## config.mk

```make
export PLATFORM = sky130hd
export DESIGN_NAME = rs_berlekamp_massey
export DESIGN_NICKNAME = d
export VERILOG_FILES = /design/src/rtl/gf_pkg.sv /design/src/rtl/rs_bm_discrepancy.sv /design/src/rtl/rs_berlekamp_massey.sv
export SDC_FILE = /design/constraint.sdc
export NUM_CORES = 1
export LEC_CHECK = 0
export BUFFER_PORTS_ARGS = -buffer_cell sky130_fd_sc_hd__buf_2
export CAP_MARGIN = 20
export CORE_ASPECT_RATIO = 1.4
export CORE_MARGIN = 10
export CORE_UTILIZATION = 45
export DETAILED_ROUTE_END_ITERATION = 16
export SYNTH_ARGS = -nofsm -noshare
export SYNTH_HDL_FRONTEND = slang
export SYNTH_HIERARCHICAL = 1
export SYNTH_SLANG_ARGS = --single-unit
```

## constraint.sdc

```tcl
create_clock -name aclk -period 5.2 [get_ports aclk]
set_clock_uncertainty 0.15 [all_clocks]
set_input_delay 0.52 -clock aclk [delete_from_list [all_inputs] [get_ports aclk]]
set_output_delay 0.52 -clock aclk [all_outputs]
set_load 0.005 [all_outputs]
```

## src/rtl/gf_pkg.sv

```systemverilog
// ---------------------------------------------------------------------------
// gf_pkg
// Shared GF(2^m) definitions for the Reed-Solomon decoder blocks:
//   SYMB_WIDTH : symbol width m
//   ROOTS_NUM  : number of syndromes (2T)
//   T_LEN      : correction capability T
//   PRIM_POLY  : field generator polynomial (x^8+x^4+x^3+x^2+1)
//   bm_state_e : control states of the Berlekamp-Massey engine
//   gf_mult    : combinational GF(2^m) multiply
// ---------------------------------------------------------------------------
package gf_pkg;

  localparam int SYMB_WIDTH = 8;
  localparam int ROOTS_NUM  = 4;
  localparam int T_LEN      = ROOTS_NUM / 2;

  localparam logic [SYMB_WIDTH:0] PRIM_POLY = 9'h11D;

  typedef enum logic [1:0] {
    BM_IDLE = 2'd0,
    BM_CALC = 2'd1,
    BM_DONE = 2'd2
  } bm_state_e;

  // Shift-and-add multiply; the partial multiplicand is reduced by the
  // generator each time it overflows bit m-1.
  function automatic logic [SYMB_WIDTH-1:0] gf_mult(
    input logic [SYMB_WIDTH-1:0] a,
    input logic [SYMB_WIDTH-1:0] b
  );
    logic [SYMB_WIDTH-1:0] acc;
    logic [SYMB_WIDTH-1:0] sh;
    acc = '0;
    sh  = a;
    for (int i = 0; i < SYMB_WIDTH; i++) begin
      if (b[i]) begin
        acc = acc ^ sh;
      end
      if (sh[SYMB_WIDTH-1]) begin
        sh = (sh << 1) ^ PRIM_POLY[SYMB_WIDTH-1:0];
      end else begin
        sh = sh << 1;
      end
    end
    return acc;
  endfunction

endpackage

```

## src/rtl/rs_bm_discrepancy.sv

```systemverilog
// ---------------------------------------------------------------------------
// rs_bm_discrepancy
// Combinational discrepancy for one Berlekamp-Massey iteration:
//   delta = XOR_{i=0..L, i<=r} Lambda_i * S(r-i)
// Ports:
//   lambda_i : Lambda coefficients 0..ROOTS_NUM-1 (higher ones can never
//              pair with a syndrome since r <= ROOTS_NUM-1)
//   synd_i   : syndromes S0..S(ROOTS_NUM-1)
//   r_i      : current iteration index
//   deg_i    : current locator length L
//   delta_o  : discrepancy
// ---------------------------------------------------------------------------
module rs_bm_discrepancy
  import gf_pkg::gf_mult;
#(
  parameter int SYMB_WIDTH = gf_pkg::SYMB_WIDTH,
  parameter int ROOTS_NUM  = gf_pkg::ROOTS_NUM
) (
  input  logic [ROOTS_NUM-1:0][SYMB_WIDTH-1:0] lambda_i,
  input  logic [ROOTS_NUM-1:0][SYMB_WIDTH-1:0] synd_i,
  input  logic [$clog2(ROOTS_NUM+1)-1:0]       r_i,
  input  logic [$clog2(ROOTS_NUM+1)-1:0]       deg_i,
  output logic [SYMB_WIDTH-1:0]                delta_o
);

  localparam int CNT_W = $clog2(ROOTS_NUM + 1);
  localparam int SEL_W = (ROOTS_NUM > 1) ? $clog2(ROOTS_NUM) : 1;

  logic [SYMB_WIDTH-1:0] term [ROOTS_NUM];

  generate
    for (genvar gi = 0; gi < ROOTS_NUM; gi++) begin : g_term
      logic [SEL_W-1:0] sel;
      logic             use_term;
      // Syndrome index r-i; only meaningful when use_term is set.
      assign sel      = SEL_W'(r_i - CNT_W'(gi));
      assign use_term = (CNT_W'(gi) <= r_i) && (CNT_W'(gi) <= deg_i);
      assign term[gi] = use_term ? gf_mult(lambda_i[gi], synd_i[sel]) : '0;
    end
  endgenerate

  always_comb begin
    delta_o = '0;
    for (int i = 0; i < ROOTS_NUM; i++) begin
      delta_o = delta_o ^ term[i];
    end
  end

endmodule

```

## src/rtl/rs_berlekamp_massey.sv

```systemverilog
// ---------------------------------------------------------------------------
// rs_berlekamp_massey
// Inversionless Berlekamp-Massey: turns 2T syndromes into the error locator
// polynomial Lambda(x), one iteration per clock.
// Ports:
//   aclk, aresetn     : clock, asynchronous active-low reset
//   s_tvalid/s_tready : syndrome vector handshake, s_tdata = S0..S(2T-1)
//   m_tvalid/m_tready : result handshake
//   m_tdata           : Lambda[T_LEN:0] (index = power of x, not monic)
//   m_deg             : locator length L
//   m_fail            : L > T_LEN, word uncorrectable
// Build option:
//   RS_BM_ZERO_SKIP_EN : an all-zero syndrome vector goes straight to DONE
//                        with Lambda = 1 instead of iterating.
// ---------------------------------------------------------------------------
module rs_berlekamp_massey
  import gf_pkg::gf_mult, gf_pkg::bm_state_e, gf_pkg::BM_IDLE,
         gf_pkg::BM_CALC, gf_pkg::BM_DONE;
#(
  parameter int SYMB_WIDTH = gf_pkg::SYMB_WIDTH,
  parameter int ROOTS_NUM  = gf_pkg::ROOTS_NUM
) (
  input  logic                                   aclk,
  input  logic                                   aresetn,
  input  logic                                   s_tvalid,
  output logic                                   s_tready,
  input  logic [ROOTS_NUM-1:0][SYMB_WIDTH-1:0]   s_tdata,
  output logic                                   m_tvalid,
  input  logic                                   m_tready,
  output logic [ROOTS_NUM/2:0][SYMB_WIDTH-1:0]   m_tdata,
  output logic [$clog2(ROOTS_NUM+1)-1:0]         m_deg,
  output logic                                   m_fail
);

  localparam int T_LEN = ROOTS_NUM / 2;
  localparam int CNT_W = $clog2(ROOTS_NUM + 1);

  localparam logic [ROOTS_NUM:0][SYMB_WIDTH-1:0] POLY_ONE =
    {{(ROOTS_NUM*SYMB_WIDTH){1'b0}}, SYMB_WIDTH'(1)};

  bm_state_e                               state_q;
  logic                                    s_tready_q;
  logic                                    m_tvalid_q;
  logic [ROOTS_NUM-1:0][SYMB_WIDTH-1:0]    synd_q;
  logic [ROOTS_NUM:0][SYMB_WIDTH-1:0]      lambda_q;
  logic [ROOTS_NUM:0][SYMB_WIDTH-1:0]      lambda_d;
  logic [ROOTS_NUM:0][SYMB_WIDTH-1:0]      b_q;
  logic [ROOTS_NUM:0][SYMB_WIDTH-1:0]      xb_d;
  logic [SYMB_WIDTH-1:0]                   gamma_q;
  logic [SYMB_WIDTH-1:0]                   delta;
  logic [CNT_W-1:0]                        l_q;
  logic [CNT_W-1:0]                        r_q;
  logic                                    swap;
  logic                                    b_top_unused;

  rs_bm_discrepancy #(
    .SYMB_WIDTH (SYMB_WIDTH),
    .ROOTS_NUM  (ROOTS_NUM)
  ) u_disc (
    .lambda_i (lambda_q[ROOTS_NUM-1:0]),
    .synd_i   (synd_q),
    .r_i      (r_q),
    .deg_i    (l_q),
    .delta_o  (delta)
  );

  // Lambda' = gamma*Lambda + delta*x*B, and the shifted B for the hold case.
  // Whatever would move past x^ROOTS_NUM is simply dropped.
  generate
    for (genvar gi = 0; gi <= ROOTS_NUM; gi++) begin : g_coef
      if (gi == 0) begin : g_c0
        assign xb_d[gi]     = '0;
        assign lambda_d[gi] = gf_mult(gamma_q, lambda_q[gi]);
      end else begin : g_cn
        assign xb_d[gi]     = b_q[gi-1];
        assign lambda_d[gi] = gf_mult(gamma_q, lambda_q[gi]) ^
                              gf_mult(delta, b_q[gi-1]);
      end
    end
  endgenerate

  // The top B coefficient is kept for completeness but can only be shifted out.
  assign b_top_unused = ^b_q[ROOTS_NUM];

  // Length change when the discrepancy is non-zero and 2L <= r.
  assign swap = (delta != '0) && ({l_q, 1'b0} <= {1'b0, r_q});

  always_ff @(posedge aclk or negedge aresetn) begin
    if (!aresetn) begin
      state_q    <= BM_IDLE;
      s_tready_q <= 1'b0;
      m_tvalid_q <= 1'b0;
      synd_q     <= '0;
      lambda_q   <= '0;
      b_q        <= '0;
      gamma_q    <= '0;
      l_q        <= '0;
      r_q        <= '0;
    end else begin
      case (state_q)
        BM_IDLE: begin
          s_tready_q <= 1'b1;
          if (s_tvalid && s_tready_q) begin
            s_tready_q <= 1'b0;
            synd_q     <= s_tdata;
            lambda_q   <= POLY_ONE;
            b_q        <= POLY_ONE;
            gamma_q    <= SYMB_WIDTH'(1);
            l_q        <= '0;
            r_q        <= '0;
`ifdef RS_BM_ZERO_SKIP_EN
            // Zero syndromes mean no errors: the initial Lambda=1 is final.
            if (s_tdata == '0) begin
              state_q    <= BM_DONE;
              m_tvalid_q <= 1'b1;
            end else begin
              state_q <= BM_CALC;
            end
`else
            state_q <= BM_CALC;
`endif
          end
        end

        BM_CALC: begin
          lambda_q <= lambda_d;
          r_q      <= r_q + CNT_W'(1);
          if (swap) begin
            b_q     <= lambda_q;
            l_q     <= r_q + CNT_W'(1) - l_q;
            gamma_q <= delta;
          end else begin
            b_q <= xb_d;
          end
          if (r_q == CNT_W'(ROOTS_NUM - 1)) begin
            state_q    <= BM_DONE;
            m_tvalid_q <= 1'b1;
          end
        end

        BM_DONE: begin
          if (m_tready) begin
            state_q    <= BM_IDLE;
            m_tvalid_q <= 1'b0;
            s_tready_q <= 1'b1;
          end
        end

        default: begin
          state_q    <= BM_IDLE;
          m_tvalid_q <= 1'b0;
          s_tready_q <= 1'b0;
        end
      endcase
    end
  end

  assign s_tready = s_tready_q;
  assign m_tvalid = m_tvalid_q;
  assign m_tdata  = lambda_q[T_LEN:0];
  assign m_deg    = l_q;
  assign m_fail   = (l_q > CNT_W'(T_LEN));

endmodule

```

==> flow_summary.toml <==
[global_route]
track_usage = 0.264
overflow = 0
grt_max_degree = 62
antenna_found_initial = 0
grt_pass1_vias = 16500
grt_pass1_wl_mm = 100

[place]
port_buffers = 65
dp_hpwl_mm = 48.4
place_inst = 2936
finalWeightedCongestion = 0.976

[sta]
fin_crit_sh = 1.00
fin_ws_ns = -0.0178
report.final.slew_viol_count = 0
fmax_ghz = 0.192
hold_viol = 0
rsz0062_at_grt = "yes"
min_period_ns = 5.22
finalSetupViolations = 1
worst_pin_slew_ns = 1.01
slew_headroom = 0.325

[drt]
drtAntennaViolNets = 0
met3WireLength_mm = 4.45
vias = 17000
top_layer = "met4"
dr_wl_met2_mm = 33.7
drcViolationCount = 0
firstDrtPassIters = 5
drt_wl_total_mm = 67.2
wl_met1_mm = 24.5
routedWlPerCell_um = 22.5
vias_per_cell = 5.69
drt_iter0_markers = 1629

[synth]
synth_edf_count = 0
synth_area_um2 = 18000
syn_inst = 2378
synth-seq-area-share = 0.147
avgSynthCellArea_um2 = 7.57
yosys.area.top_type = "xnor2_1"
ys_warn_count = 6
yosysUniqueCellTypes = 70
synth_nets = 2422
yosysTopAreaCellShare = 0.240
synthTopCellsByArea = "xnor2_1, nand2_1, dfrtp_1"
synthArstFlopShare = 1.00
synth-seq-cells = 106
synth_ff_type = "dfrtp_1"

[die]
io-pin-count = 66
die-area_um2 = 48500
rows = 86
initial_core_util = 0.456
coreArea_um2 = 39500
die_x_um = 189
die_y_um = 257

[finish]
fillers = 3690
drive_gt1_frac = 0.190
ff_latch_area_um2 = 2650
syn_to_final_growth_pct = 15.9
instances_no_fill = 2987
diodes = 0
finish.utilization = 0.528
multi_input_area_um2 = 14700
final_net_count = 2498

[outcome]
violations = "negative setup slack"
status = "finished, violations left"

[setup_path]
critPathArrivalTime_ns = 5.38
cpPeakStageDelay_ns = 0.58
end_kind = "flop"
critical_path_class = "flop to flop"
cpLargestDelayFamily = "XOR/XNOR gates"
r2r_cells = 22
cp_cell_sequence = "inv_2 -> ha_4 -> buf_12 -> buf_8 -> mux4_2 -> nand2_1 -> xnor3_1 -> xnor2_2 -> xnor2_1 -> nand2_1 -> xnor2_1 -> xor3_2 -> buf_6 -> xor3_2 -> xnor2_2 -> buf_4 -> nand2_2 -> xor2_2 -> xnor2_2 -> buf_4 -> xnor3_1 -> o21ai_1"
worst-path-max-fanout = 6
path_buf_inv = 6
cp-startpoint = "r_q[0]"
r2r_slack_ns = -0.02
start_kind = "flop"
crit_slowest_cell = "mux4_2"
crit_required_ns = 5.36
cp_common_cell = "xnor2_2"
r2r_start = "r_q[0]"
r2r_end = "m_tdata[13]"

[cts]
cts_sinks = 106
htreeDepth = 3
cts_buffers = 9
ctsHoldBuffers = 0
cts_root_buf = "clkbuf_16"
cts_tree = "done"
clk_latency_ns = 0.39
cts.clk_slew.worst_paths_ns = 0.09
clockBufferDepth = 2

[flow_run]
drv_cap = 0

[hold_path]
hp-class = "input port to async pin"
==> cell usage in the layout (no fill, tap or decap), types with 8 or more instances in the layout <==
cell,instances
mux2_2,8
dfrtp_1,105
xor2_2,12
xnor3_1,48
buf_2,65
mux2i_1,43
buf_4,190
nand3_1,41
o21ai_0,63
nor2_1,58
nor2b_1,12
a22o_1,11
nand2_2,9
o21ai_1,25
mux4_2,32
a21oi_1,57
xnor2_1,462
xnor2_2,29
xor2_1,153
a22oi_1,15
buf_12,13
o211ai_1,18
clkbuf_16,10
o22ai_1,22
inv_1,29
nand2_1,736
buf_6,27
o221ai_1,15
nand2b_1,18
==> routing by layer <==
metal / up-vias / GRT usage
li1: 7758 / -
met1: 8255 / 0.295
met2: 759 / 0.466
met3: 217 / 0.0285
met4: 0 / 0.172
met5: - / 0
==> cells by family (layout without fill, tap and decap cells) <==
family | after synthesis | count (layout) | synth area share
flops | 106 | 106 | 0.147
buf+inv | 267 | 347 | 0.0719
mux | 84 | 85 | 0.0696
fa+ha+maj | 8 | 8 | 0.00598
compound gates | 276 | 276 | 0.0974
xor+xnor | 727 | 727 | 0.405
simple gates | 910 | 910 | 0.203
==> Yosys cell counts (41+ instances only) <==
master and number:
mux2i_1 43, a21oi_1 63, xnor2_1 493, buf_2 67, nand3_1 41, xor2_1 164
o21ai_0 64, clkbuf_1 109, nor2_1 59, nand2_1 745, dfrtp_1 106, xnor3_1 51
==> through the flow <==
stage | hold WS, ns | setup slack [ns] | setup TNS [ns] | area, um^2
after floorplan | 0.0744 | -0.0270 | -0.0381 | 18100
after global placement | 0.343 | -0.171 | -1.89 | 19600
after detailed placement | 0.361 | -0.201 | -2.17 | 19600
after CTS | 0.0896 | 0.0000782 | 0 | 20100
after global routing | 0.131 | -0.168 | -1.43 | 20900
final | 0.0753 | -0.0178 | -0.0178 | 20900
==> worst max-delay path by stage <==
stage | end | slack [ns] | depth (start not counted)
after CTS | lambda_q[29] | 0.00008 | 21
final | m_tdata[13] | -0.02 | 22
after detailed placement | m_tdata[18] | -0.20 | 20
after global placement | m_tdata[14] | -0.17 | 20
after global routing | m_tdata[13] | -0.17 | 22
after floorplan | m_tdata[12] | -0.03 | 25
==> flip-flops by register name, summed over array words and instances (netlist names) <==
register / flops
m_tvalid: 1
state_q: 2
b_q: 24
synd_q: 32
s_tready: 1
m_tdata: 24
r_q: 3
lambda_q: 8
gamma_q: 8
m_deg: 3
==> cell type report <==
cell class | count | share of cell area
well taps | 528 | 0.0317
clock buffers | 9 | 0.0108
repair buffers | 300 | 0.115
flip-flops and latches | 106 | 0.127
inverters | 31 | 0.00582
clock inverters | 7 | 0.00630
multi-input cells | 2006 | 0.703
==> timing repair <==
action                                  CTS  global route
cloned                                    0             3
pin swaps                                 4            67
resized for setup                        13            98
endpoints found under the setup margin   24            49
setup buffers                            11            22
Power is left out: the tool's default activity adds up to more than one toggle a clock period on the data nets, which glitch-free logic cannot reach.
